`src/rtl/stage_memory_lsu_pkg.sv`:
```
// Shared types for the memory stage:
// access size codes, exception causes, FSM states.
package lsu_pkg;

   localparam logic [1:0] SZ_B = 2'd0;
   localparam logic [1:0] SZ_H = 2'd1;
   localparam logic [1:0] SZ_W = 2'd2;
   localparam logic [1:0] SZ_D = 2'd3;

   localparam logic [3:0] EXC_LD_MISAL = 4'd4;
   localparam logic [3:0] EXC_LD_FAULT = 4'd5;
   localparam logic [3:0] EXC_ST_MISAL = 4'd6;
   localparam logic [3:0] EXC_ST_FAULT = 4'd7;

   typedef enum logic {
      IDLE,
      WAIT
   } state_e;

endpackage

```
`src/rtl/stage_memory_lsu_if.sv`:
```
// Data-memory req/ack bus between the memory stage
// (master) and the data memory (slave).
interface stage_memory_lsu_if #(
   parameter int XLEN = 32
);
   logic              req;
   logic              we;
   logic [XLEN-1:0]   addr;
   logic [XLEN-1:0]   wdata;
   logic [XLEN/8-1:0] wstrb;
   logic              ack;
   logic [XLEN-1:0]   rdata;

   modport master (
      output req, we, addr, wdata, wstrb,
      input  ack, rdata
   );

   modport slave (
      input  req, we, addr, wdata, wstrb,
      output ack, rdata
   );
endinterface

```
`src/rtl/stage_memory_lsu_align.sv`:
```
// Byte-lane helper: misalign detect, strobes,
// store replication, load extract and extend.
module lsu_align
   import lsu_pkg::*;
#(
   parameter int XLEN = 32
) (
   input  logic [2:0]        lo,
   input  logic [2:0]        funct3,
   input  logic [XLEN-1:0]   store_data,
   input  logic [XLEN-1:0]   rdata,
   output logic              misal,
   output logic [XLEN/8-1:0] wstrb,
   output logic [XLEN-1:0]   wdata,
   output logic [XLEN-1:0]   ldata
);
   localparam int NB = XLEN / 8;
   localparam int OW = $clog2(NB);

   logic [2:0]      mask;
   int              nb;
   int              off;
   logic            sign;
   logic [XLEN-1:0] sh;

   always_comb begin
      mask = 3'd0;
      nb   = 1;
      unique case (funct3[1:0])
         SZ_B: begin mask = 3'd0; nb = 1; end
         SZ_H: begin mask = 3'd1; nb = 2; end
         SZ_W: begin mask = 3'd3; nb = 4; end
         SZ_D: begin
            mask = 3'd7;
            nb   = (NB < 8) ? NB : 8;
         end
      endcase
   end

   assign misal = |(lo & mask);
   assign sh    = rdata >> {lo[OW-1:0], 3'b000};
   assign sign  = ~funct3[2] & sh[nb*8-1];

   always_comb begin
      off = int'(lo[OW-1:0]);
      for (int i = 0; i < NB; i++) begin
         wstrb[i] = (i >= off) && (i < off + nb);
         // narrow stores repeat their low bytes on every lane
         wdata[i*8 +: 8] = store_data[(i % nb)*8 +: 8];
      end
   end

   always_comb begin
      for (int i = 0; i < XLEN; i++) begin
         ldata[i] = (i < nb*8) ? sh[i] : sign;
      end
   end

endmodule

```
`src/rtl/stage_memory_lsu.sv`:
```
// Memory stage (M->W): variable-latency dmem access,
// bounded wait, misalign traps, W-stage registers.
module stage_memory_lsu
   import lsu_pkg::*;
#(
   parameter int XLEN     = 32,
   parameter int MAX_WAIT = 15
) (
   input  logic              clk,
   input  logic              rst,
   input  logic              m_valid,
   input  logic [XLEN-1:0]   m_pc,
   input  logic [XLEN-1:0]   m_alu_result,
   input  logic [XLEN-1:0]   m_store_data,
   input  logic [4:0]        m_rd_addr,
   input  logic [4:0]        m_rs2_addr,
   input  logic              m_reg_we,
   input  logic              m_mem_we,
   input  logic              m_load,
   input  logic [2:0]        m_funct3,
   input  logic [31:0]       m_inst,
   input  logic              w_reg_we_fwd,
   input  logic [4:0]        w_rd_addr_fwd,
   input  logic [XLEN-1:0]   wb_data_fwd,
   stage_memory_lsu_if.master dmem,
   output logic              mem_stall,
   output logic [XLEN-1:0]   m_result_fwd,
   output logic              w_valid,
   output logic [XLEN-1:0]   w_pc,
   output logic [XLEN-1:0]   w_alu_result,
   output logic [XLEN-1:0]   w_mem_data,
   output logic [4:0]        w_rd_addr,
   output logic              w_reg_we,
   output logic              w_load,
   output logic [31:0]       w_inst,
   output logic              w_exc,
   output logic [3:0]        w_exc_cause
);
   localparam int OW = $clog2(XLEN/8);

   state_e            state;
   logic [7:0]        cnt;
   logic [XLEN-1:0]   sd_q;
   logic [XLEN-1:0]   sd_sel;
   logic [XLEN-1:0]   sd_use;
   logic [XLEN-1:0]   wdata;
   logic [XLEN-1:0]   ldata;
   logic [XLEN/8-1:0] wstrb;
   logic              misal;
   logic              access;
   logic              go;
   logic              in_wait;
   logic              timeout;
   logic              stall;
   logic              bypass;
   logic              exc;
   logic [3:0]        cause;

   assign access  = m_valid & (m_load | m_mem_we);
   assign go      = access & ~misal;
   assign in_wait = (state == WAIT);
   assign bypass  = w_reg_we_fwd
                  & (w_rd_addr_fwd != 5'd0)
                  & (w_rd_addr_fwd == m_rs2_addr);
   assign sd_sel  = bypass ? wb_data_fwd : m_store_data;
   // W holds a bubble during the stall, so the bypass is gone
   assign sd_use  = in_wait ? sd_q : sd_sel;
   assign timeout = in_wait & ~dmem.ack
                  & (cnt == 8'(MAX_WAIT));
   assign stall   = in_wait ? (~dmem.ack & ~timeout)
                            : (go & ~dmem.ack);
   assign exc     = (access & misal) | timeout;

   always_comb begin
      cause = 4'd0;
      if (timeout)
         cause = m_mem_we ? EXC_ST_FAULT : EXC_LD_FAULT;
      else if (access & misal)
         cause = m_mem_we ? EXC_ST_MISAL : EXC_LD_MISAL;
   end

   lsu_align #(
      .XLEN(XLEN)
   ) u_align (
      .lo        (m_alu_result[2:0]),
      .funct3    (m_funct3),
      .store_data(sd_use),
      .rdata     (dmem.rdata),
      .misal     (misal),
      .wstrb     (wstrb),
      .wdata     (wdata),
      .ldata     (ldata)
   );

   assign dmem.req   = go | in_wait;
   assign dmem.we    = m_mem_we;
   assign dmem.addr  = {m_alu_result[XLEN-1:OW], {OW{1'b0}}};
   assign dmem.wdata = wdata;
   assign dmem.wstrb = wstrb;

   assign mem_stall    = stall;
   assign m_result_fwd = m_alu_result;

   always_ff @(posedge clk) begin
      if (rst) begin
         state        <= IDLE;
         cnt          <= 8'd0;
         sd_q         <= '0;
         w_valid      <= 1'b0;
         w_pc         <= '0;
         w_alu_result <= '0;
         w_mem_data   <= '0;
         w_rd_addr    <= 5'd0;
         w_reg_we     <= 1'b0;
         w_load       <= 1'b0;
         w_inst       <= 32'd0;
         w_exc        <= 1'b0;
         w_exc_cause  <= 4'd0;
      end else begin
         unique case (state)
            IDLE: begin
               if (go & ~dmem.ack) begin
                  state <= WAIT;
                  cnt   <= 8'd1;
                  sd_q  <= sd_sel;
               end
            end
            WAIT: begin
               if (dmem.ack | timeout) begin
                  state <= IDLE;
                  cnt   <= 8'd0;
               end else begin
                  cnt <= cnt + 8'd1;
               end
            end
         endcase

         if (stall) begin
            w_valid     <= 1'b0;
            w_reg_we    <= 1'b0;
            w_load      <= 1'b0;
            w_exc       <= 1'b0;
            w_exc_cause <= 4'd0;
         end else begin
            w_valid      <= m_valid;
            w_pc         <= m_pc;
            w_alu_result <= m_alu_result;
            w_mem_data   <= ldata;
            w_rd_addr    <= m_rd_addr;
            w_reg_we     <= m_reg_we & ~exc;
            w_load       <= m_load;
            w_inst       <= m_inst;
            w_exc        <= exc;
            w_exc_cause  <= cause;
         end
      end
   end

endmodule
```
`src/flat_wrapper.sv`:
```
// flat-port wrapper written by rule: the top's interface ports become plain ports
module stage_memory_lsu_flat import lsu_pkg::*;
#(
   parameter int XLEN     = 32,
   parameter int MAX_WAIT = 15
)
  (clk, rst, m_valid, m_pc, m_alu_result, m_store_data, m_rd_addr, m_rs2_addr, m_reg_we, m_mem_we, m_load, m_funct3, m_inst, w_reg_we_fwd, w_rd_addr_fwd, wb_data_fwd, mem_stall, m_result_fwd, w_valid, w_pc, w_alu_result, w_mem_data, w_rd_addr, w_reg_we, w_load, w_inst, w_exc, w_exc_cause, dmem_req, dmem_we, dmem_addr, dmem_wdata, dmem_wstrb, dmem_ack, dmem_rdata);
  stage_memory_lsu_if #(.XLEN(XLEN)) dmem_i ();
  input  logic clk;
  input  logic rst;
  input  logic m_valid;
  input  logic [XLEN-1:0] m_pc;
  input  logic [XLEN-1:0] m_alu_result;
  input  logic [XLEN-1:0] m_store_data;
  input  logic [4:0] m_rd_addr;
  input  logic [4:0] m_rs2_addr;
  input  logic m_reg_we;
  input  logic m_mem_we;
  input  logic m_load;
  input  logic [2:0] m_funct3;
  input  logic [31:0] m_inst;
  input  logic w_reg_we_fwd;
  input  logic [4:0] w_rd_addr_fwd;
  input  logic [XLEN-1:0] wb_data_fwd;
  output logic mem_stall;
  output logic [XLEN-1:0] m_result_fwd;
  output logic w_valid;
  output logic [XLEN-1:0] w_pc;
  output logic [XLEN-1:0] w_alu_result;
  output logic [XLEN-1:0] w_mem_data;
  output logic [4:0] w_rd_addr;
  output logic w_reg_we;
  output logic w_load;
  output logic [31:0] w_inst;
  output logic w_exc;
  output logic [3:0] w_exc_cause;
  output wire logic [$bits(dmem_i.req)-1:0] dmem_req;
  output wire logic [$bits(dmem_i.we)-1:0] dmem_we;
  output wire logic [$bits(dmem_i.addr)-1:0] dmem_addr;
  output wire logic [$bits(dmem_i.wdata)-1:0] dmem_wdata;
  output wire logic [$bits(dmem_i.wstrb)-1:0] dmem_wstrb;
  input wire logic [$bits(dmem_i.ack)-1:0] dmem_ack;
  input wire logic [$bits(dmem_i.rdata)-1:0] dmem_rdata;
  assign dmem_req = dmem_i.req;
  assign dmem_we = dmem_i.we;
  assign dmem_addr = dmem_i.addr;
  assign dmem_wdata = dmem_i.wdata;
  assign dmem_wstrb = dmem_i.wstrb;
  assign dmem_i.ack = dmem_ack;
  assign dmem_i.rdata = dmem_rdata;
  stage_memory_lsu #(.XLEN(XLEN), .MAX_WAIT(MAX_WAIT)) u_core (.clk(clk), .rst(rst), .m_valid(m_valid), .m_pc(m_pc), .m_alu_result(m_alu_result), .m_store_data(m_store_data), .m_rd_addr(m_rd_addr), .m_rs2_addr(m_rs2_addr), .m_reg_we(m_reg_we), .m_mem_we(m_mem_we), .m_load(m_load), .m_funct3(m_funct3), .m_inst(m_inst), .w_reg_we_fwd(w_reg_we_fwd), .w_rd_addr_fwd(w_rd_addr_fwd), .wb_data_fwd(wb_data_fwd), .dmem(dmem_i), .mem_stall(mem_stall), .m_result_fwd(m_result_fwd), .w_valid(w_valid), .w_pc(w_pc), .w_alu_result(w_alu_result), .w_mem_data(w_mem_data), .w_rd_addr(w_rd_addr), .w_reg_we(w_reg_we), .w_load(w_load), .w_inst(w_inst), .w_exc(w_exc), .w_exc_cause(w_exc_cause));
endmodule
```
`config.mk`:
```
export PLATFORM = sky130hd
export DESIGN_NAME = stage_memory_lsu_flat
export DESIGN_NICKNAME = d
export VERILOG_FILES = /design/src/rtl/stage_memory_lsu_pkg.sv /design/src/rtl/stage_memory_lsu_if.sv /design/src/rtl/stage_memory_lsu_align.sv /design/src/rtl/stage_memory_lsu.sv /design/src/flat_wrapper.sv
export SDC_FILE = /design/constraint.sdc
export NUM_CORES = 1
export LEC_CHECK = 0
export BUFFER_PORTS_ARGS = -buffer_cell sky130_fd_sc_hd__buf_2
export CAP_MARGIN = 40
export CORE_AREA = 2 2 178 180
export CTS_CLUSTER_SIZE = 30
export DETAILED_ROUTE_END_ITERATION = 6
export DIE_AREA = 0 0 180 182
export GPL_ROUTABILITY_DRIVEN = 0
export PLACE_DENSITY_LB_ADDON = 0.3
export SYNTH_ARGS = -nofsm -noshare
export SYNTH_HDL_FRONTEND = slang
export SYNTH_HIERARCHICAL = 1
export SYNTH_SLANG_ARGS = --single-unit
```
`constraint.sdc`:
```
create_clock -name clk -period 2 [get_ports clk]
set_input_delay 0 -clock clk [delete_from_list [all_inputs] [get_ports clk]]
set_output_delay 0 -clock clk [all_outputs]
set_load 0.03 [all_outputs]
```
==> impl_metrics.json, run 1 <==
{
  "status": "finished with violations",
  "violations": "negative setup slack",
  "fin_ws_ns": -0.117,
  "die_area_mm2": 0.0328,
  "maxCapViolCount": 0,
  "fp-row-count": 65,
  "crit_fanout": 6,
  "die-height_um": 182,
  "clock_path_buffers": 2,
  "drive_above_1_share_pct": 45.8,
  "yosys_warnings": 6,
  "grt_pass1_vias": 8756,
  "slowest_stage": "mux2_4",
  "fillers": 2871,
  "setup_violations": 23,
  "start_util_pct": 27.7,
  "initialDrtViolationCount": 356,
  "path_cells": "buf_6 -> xor2_1 -> nor3_1 -> and4_4 -> buf_12 -> buf_16 -> mux2_4 -> mux2_4 -> mux2i_1 -> o21ai_0 -> buf_4",
  "portBuffers": 458,
  "drc_errors": 0,
  "seq_area_frac_synth_pct": 42.0,
  "hold_class": "input pin to flop",
  "path_buf_inv": 4,
  "crit_required_ns": 2.00,
  "hpwl_um": 22400,
  "tightest_slew_ns": 0.515,
  "synthDistinctLibCells": 51,
  "vias_per_cell": 4.64,
  "startpoint_type": "input pin",
  "clkLatencyLatePin_ns": 0.44,
  "syn-cell-area_mm2": 0.00857,
  "finalHoldWorstSlack_ns": 0.0353,
  "multi_input_area_mm2": 0.00421,
  "maxSlewHeadroom_pct": 65.6,
  "grt_usage_pct": 19.5,
  "clock.fmax_mhz": 472,
  "final_nets": 1642,
  "rsz0062_at_grt": "yes",
  "ios": 462,
  "cpMostUsedCell": "mux2_4",
  "worst-setup-path-type": "input pin to output port",
  "cts.sinks": 180,
  "wl_um": 33300,
  "area_growth_pct": 61.6,
  "finalHoldViolCount": 0,
  "die_x_um": 180,
  "max-vdd-ir-drop_mv": 0.568,
  "final_cell_mix": "buf_2, dlygate4sd3_1, dfxtp_1",
  "dpl_cell_area_mm2": 0.0110,
  "ant_nets": 0,
  "dr.pass1.iters": 5,
  "final_core_utilization_pct": 44.7,
  "vias": 8520,
  "arrival_ns": 2.12,
  "cp-end-kind": "output port",
  "avgSynthCellArea_um2": 10.2,
  "stdcell_area_mm2": 0.0139,
  "period_share_pct": 106,
  "grt_max_degree": 80,
  "ff_latch_area_mm2": 0.00361,
  "grt_pass1_wl_um": 50000,
  "power_density_mw_per_mm2": 711,
  "cts_tree": "yes",
  "layout_commonest_cell": "buf_2",
  "clk_pin_slew_worst_paths_ns": 0.07,
  "timing.final.max_slew_violations": 0,
  "postSynthCellCount": 840,
  "period_needed_ns": 2.12,
  "core_mm2": 0.0310,
  "skew_ns": 0.0109,
  "antenna_found_initial": 5,
  "max_stage_delay_ns": 0.32,
  "critPathTopFamily": "multiplexers",
  "leakage_nw": 6.72,
  "wl_per_cell_um": 18.1,
  "ys_ff_latch": 180,
  "root_buffer": "clkbuf_16",
  "grt_overflow": 0,
  "cts-htree-levels": 4,
  "cts_buffers": 17
}
metal layers:
layer | global-route usage, % | up-vias | part of all wire, %
met2 | 34.4 | 391 | 50
li1 | - | 4123 | -
met4 | 10.3 | 2 | 4.7
met5 | 0 | - | 0.048
met1 | 21.2 | 3937 | 38
met3 | 5.56 | 67 | 6.8
flip-flops by register name (all words and copies together), names as in the netlist:
signal	count
u_core/cnt	8
u_core/in_wait	1
u_core/sd_q	32
u_core/w_alu_result	32
u_core/w_exc	1
u_core/w_exc_cause	2
u_core/w_inst	32
u_core/w_load	1
u_core/w_mem_data	32
u_core/w_pc	32
u_core/w_rd_addr	5
u_core/w_reg_we	1
u_core/w_valid	1
layout make-up:
cell class                 count  share of cell area [%]
clock buffer                  20                    3.30
sequential                   180                    26.0
inverter                       2                  0.0542
clock inverter                12                   0.696
tap                          402                    3.63
multi-input combinational    520                    30.4
timing repair buffer         698                    35.8
antenna                        3                  0.0542
final timing paths:
| kind | start | to | slack, ns | depth (start not counted) |
|---|---|---|---|---|
| setup / recovery | m_rs2_addr[0] | dmem_wdata[31] | -0.12 | 11 |
| hold / removal | dmem_rdata[18] | u_core/w_mem_data[18] | 0.04 | 4 |
| setup reg to reg | u_core/cnt[4] | u_core/w_inst[2] | 0.12 | 5 |
| hold reg to reg | u_core/w_mem_data[9] | u_core/w_mem_data[9] | 0.47 | 1 |
through the flow:
stage          std cells  setup slack (ns)  total power, mW  TNS [ns]
2_1_floorplan        842           0.00981             5.51         0
3_3_place_gp        1609            -0.276             6.25     -7.74
4_1_cts             1830           -0.0637             9.90    -0.820
5_1_grt             1837            -0.174             10.3     -3.04
6_report            1837            -0.117             9.85     -1.61
3_5_place_dp        1609            -0.260             6.26     -7.07
kinds of logic (layout without fill, tap and decap cells):
family	count (synthesis)	in the layout	synth area share, %
mux	106	106	14.9
buf+inv	142	732	10.7
other cells	1	6	0.0437
xor+xnor	4	4	0.409
fa+ha+maj	5	5	0.817
flops	180	180	42.0
compound gates	238	238	22.0
simple gates	164	164	9.14
worst reg2reg max path, stage by stage (launching register included):
cell     delay [ns]
dfxtp_1        0.38
nor4_4         0.42
a21oi_2        0.14
nor3_4         0.33
buf_12         0.29
a22o_1         0.26
synth_stat cells, drive strengths merged:
cell / n / area share (%)
dfxtp: 180 / 42
a22o: 133 / 14
buf: 110 / 9.3
nor2: 93 / 4.1
mux2: 80 / 12
o21a: 32 / 2.8
clkbuf: 30 / 1.3
nand2: 28 / 1.2
mux2i: 26 / 3.0
a21oi: 23 / 1.8
o21ai: 23 / 1.4
a211oi: 16 / 1.4
nor2b: 10 / 0.73
nand3b: 5 / 0.48
nor3: 5 / 0.29
and2: 4 / 0.29
ha: 4 / 0.58
nand3: 4 / 0.23
a21o: 3 / 0.26
and3: 3 / 0.22
nand2b: 3 / 0.25
nor4: 3 / 0.64
or2: 3 / 0.22
xor2: 3 / 0.31
a31oi: 2 / 0.15
a41oi: 2 / 0.20
and4: 2 / 0.20
o211ai: 2 / 0.23
a22oi: 1 / 0.088
clkinv: 1 / 0.044
conb: 1 / 0.044
fa: 1 / 0.23
inv: 1 / 0.044
nand4b: 1 / 0.28
o21bai: 1 / 0.088
xnor2: 1 / 0.10
what timing repair did:
item | in CTS | in global routing
setup endpoints to repair | 24 | 89
buffers inserted | 4 | 3
pin swaps | 5 | 4
hold buffers | 182 | 0
hold endpoints to repair | 155 | 0
gates resized for setup | 74 | 29
gates cloned | 4 | 1
power by group:
part           internal [mW]  switching (mW)
Clock                   1.68            1.53
Sequential              3.81           0.115
Combinational           1.17            1.54
Total                   6.67            3.18
Power figures use the tool's default switching activity.
==> inputs of run 2 (changes only) <==
==> constraint.sdc (replaced) <==
create_clock -name clk -period 1.9 [get_ports clk]
set_input_delay 0 -clock clk [delete_from_list [all_inputs] [get_ports clk]]
set_output_delay 0 -clock clk [all_outputs]
set_load 0.03 [all_outputs]
==> impl_metrics.json, run 2 (synthesis results as in run 1) <==
{
  "startpoint_type": "input pin",
  "violations": "negative setup slack",
  "drc_errors": 0,
  "cpMostUsedCell": "mux2_4",
  "reg2reg_from": "u_core/cnt[5]",
  "wl_um": 34500,
  "final_core_utilization_pct": 46.1,
  "leakage_nw": 6.89,
  "period_needed_ns": 2.08,
  "grt_usage_pct": 18.8,
  "ant_nets": 0,
  "antenna_found_initial": 3,
  "start_util_pct": 27.7,
  "vias": 8843,
  "fp-row-count": 65,
  "max-vdd-ir-drop_mv": 0.559,
  "tightest_slew_ns": 0.501,
  "hold_class": "input pin to flop",
  "maxSlewHeadroom_pct": 66.6,
  "use_met3_pct": 4.31,
  "final_nets": 1660,
  "cts-htree-levels": 4,
  "pre_cts_slack_ns": -0.254,
  "min-delay-start": "dmem_rdata[13]",
  "grt_pass1_vias": 8580,
  "die_x_um": 180,
  "portBuffers": 458,
  "period_share_pct": 110,
  "cts.sinks": 180,
  "grt_overflow": 0,
  "crit_fanout": 8,
  "wl_per_cell_um": 18.6,
  "hpwl_um": 22300,
  "rsz0062_at_grt": "yes",
  "setup_violations": 36,
  "r2r_cells": 8,
  "path_cells": "buf_2 -> xor2_1 -> nor3_1 -> and4_4 -> buf_12 -> mux2_4 -> mux2_4 -> mux2i_2 -> o21ai_1 -> buf_4",
  "max_stage_delay_ns": 0.37,
  "ios": 462,
  "cts_tree": "yes",
  "core_mm2": 0.0310,
  "area_growth_pct": 66.5,
  "power_density_mw_per_mm2": 742,
  "grt_pass1_wl_um": 48900,
  "grt_max_degree": 99,
  "slowest_stage": "and4_4",
  "root_buffer": "clkbuf_16",
  "die-height_um": 182,
  "cp-end-kind": "output port",
  "drive_above_1_share_pct": 46.8,
  "dr.pass1.iters": 5,
  "top_usage_layer": "met2",
  "path_buf_inv": 3,
  "crit_required_ns": 1.90,
  "finalHoldViolCount": 0,
  "maxCapViolCount": 0,
  "cts_buffers": 17,
  "vias_per_cell": 4.77,
  "die_area_mm2": 0.0328,
  "critPathTopFamily": "multiplexers",
  "skew_ns": 0.0169,
  "clock_path_buffers": 2,
  "hold_depth": 4,
  "initialDrtViolationCount": 435,
  "clk_pin_slew_worst_paths_ns": 0.08,
  "clock.fmax_mhz": 480,
  "worstReg2RegEnd": "u_core/w_inst[7]",
  "layout_commonest_cell": "buf_2",
  "clkLatencyLatePin_ns": 0.43,
  "timing.final.max_slew_violations": 0,
  "worst-setup-path-type": "input pin to output port",
  "use_met2_pct": 34.5,
  "hold_end": "u_core/w_mem_data[5]",
  "r2r_setup_slack_ns": -0.04,
  "status": "finished with violations",
  "final_cell_mix": "buf_2, dlygate4sd3_1, dfxtp_1",
  "arrival_ns": 2.08,
  "fin_ws_ns": -0.183,
  "gr-usage-met1_pct": 21.2
}
run 2: cell count changes in the layout (fill, tap and decap cells not counted), sizes merged:
cell / change
diode: -1
buf: +16
clkinvlp: +2
inv: +2
bufbuf: -1
clkinv: -2
clkbuf: +4
dlygate4sd3: -3
run 2: cell type report:
type	instances	area, um^2
flip-flops and latches	180	3610
inverters	2	7.51
well taps	402	503
diodes	2	5.00
multi-input cells	520	4210
clock buffers	18	439
repair buffers	716	5370
fillers	2865	16700
clock inverters	14	135
run 2: timing repair:
item / in CTS / in global routing
resized for setup: 82 / 47
hold buffers: 179 / 0
buffers inserted: 1 / 14
pin swaps: 7 / 97
cloned: 3 / 11
endpoints found under the setup margin: 40 / 166
endpoints found under the hold margin: 153 / 0
run 2: metal layers:
layer | part of all wire, % | wire (um)
met1 | 39 | 13400
met2 | 52 | 17900
met3 | 6.1 | 2120
met4 | 3.1 | 1080
met5 | 0.032 | 11
run 2: through the flow:
| step | std cells | power [mW] | hold WS (ns) | TNS (ns) | area [um^2] |
|---|---|---|---|---|---|
| 3_3_place_gp | 1612 | 6.59 | 0.210 | -9.46 | 11000 |
| 3_5_place_dp | 1612 | 6.59 | 0.213 | -9.68 | 11000 |
| 2_1_floorplan | 842 | 5.81 | 0.122 | -1.02 | 8620 |
| 6_report | 1854 | 10.6 | 0.0357 | -3.11 | 14300 |
| 5_1_grt | 1852 | 11.0 | 0.0231 | -8.72 | 14300 |
| 4_1_cts | 1827 | 10.5 | 0.00169 | -2.55 | 13700 |
run 2: worst register-to-register path, stage by stage (launching register included):
cell and delay (ns):
dfxtp_2 0.34, nor4_4 0.35, buf_4 0.18, a21o_1 0.18
a21oi_4 0.09, buf_12 0.14, clkbuf_16 0.18, clkbuf_16 0.16
a22o_1 0.22
run 2: how the worst max path moves through the flow:
stage	start	endpoint	slack, ns	cells after the start
after floorplan	m_funct3[1]	u_core/w_mem_data[19]	-0.04	10
after detailed placement	w_rd_addr_fwd[4]	dmem_wdata[8]	-0.25	9
after global placement	w_rd_addr_fwd[4]	dmem_wdata[12]	-0.26	9
final	w_rd_addr_fwd[2]	dmem_wdata[28]	-0.18	10
after CTS	m_rs2_addr[4]	dmem_wdata[30]	-0.14	10
after global routing	w_rd_addr_fwd[4]	dmem_wdata[30]	-0.20	10
run 2: where the power goes:
part	total (mW)	internal [mW]	leakage [nW]	switching, mW
Clock	3.50	1.78	0.270	1.73
Combinational	2.95	1.29	5.13	1.65
Sequential	4.14	4.01	1.49	0.125
Total	10.6	7.08	6.89	3.51
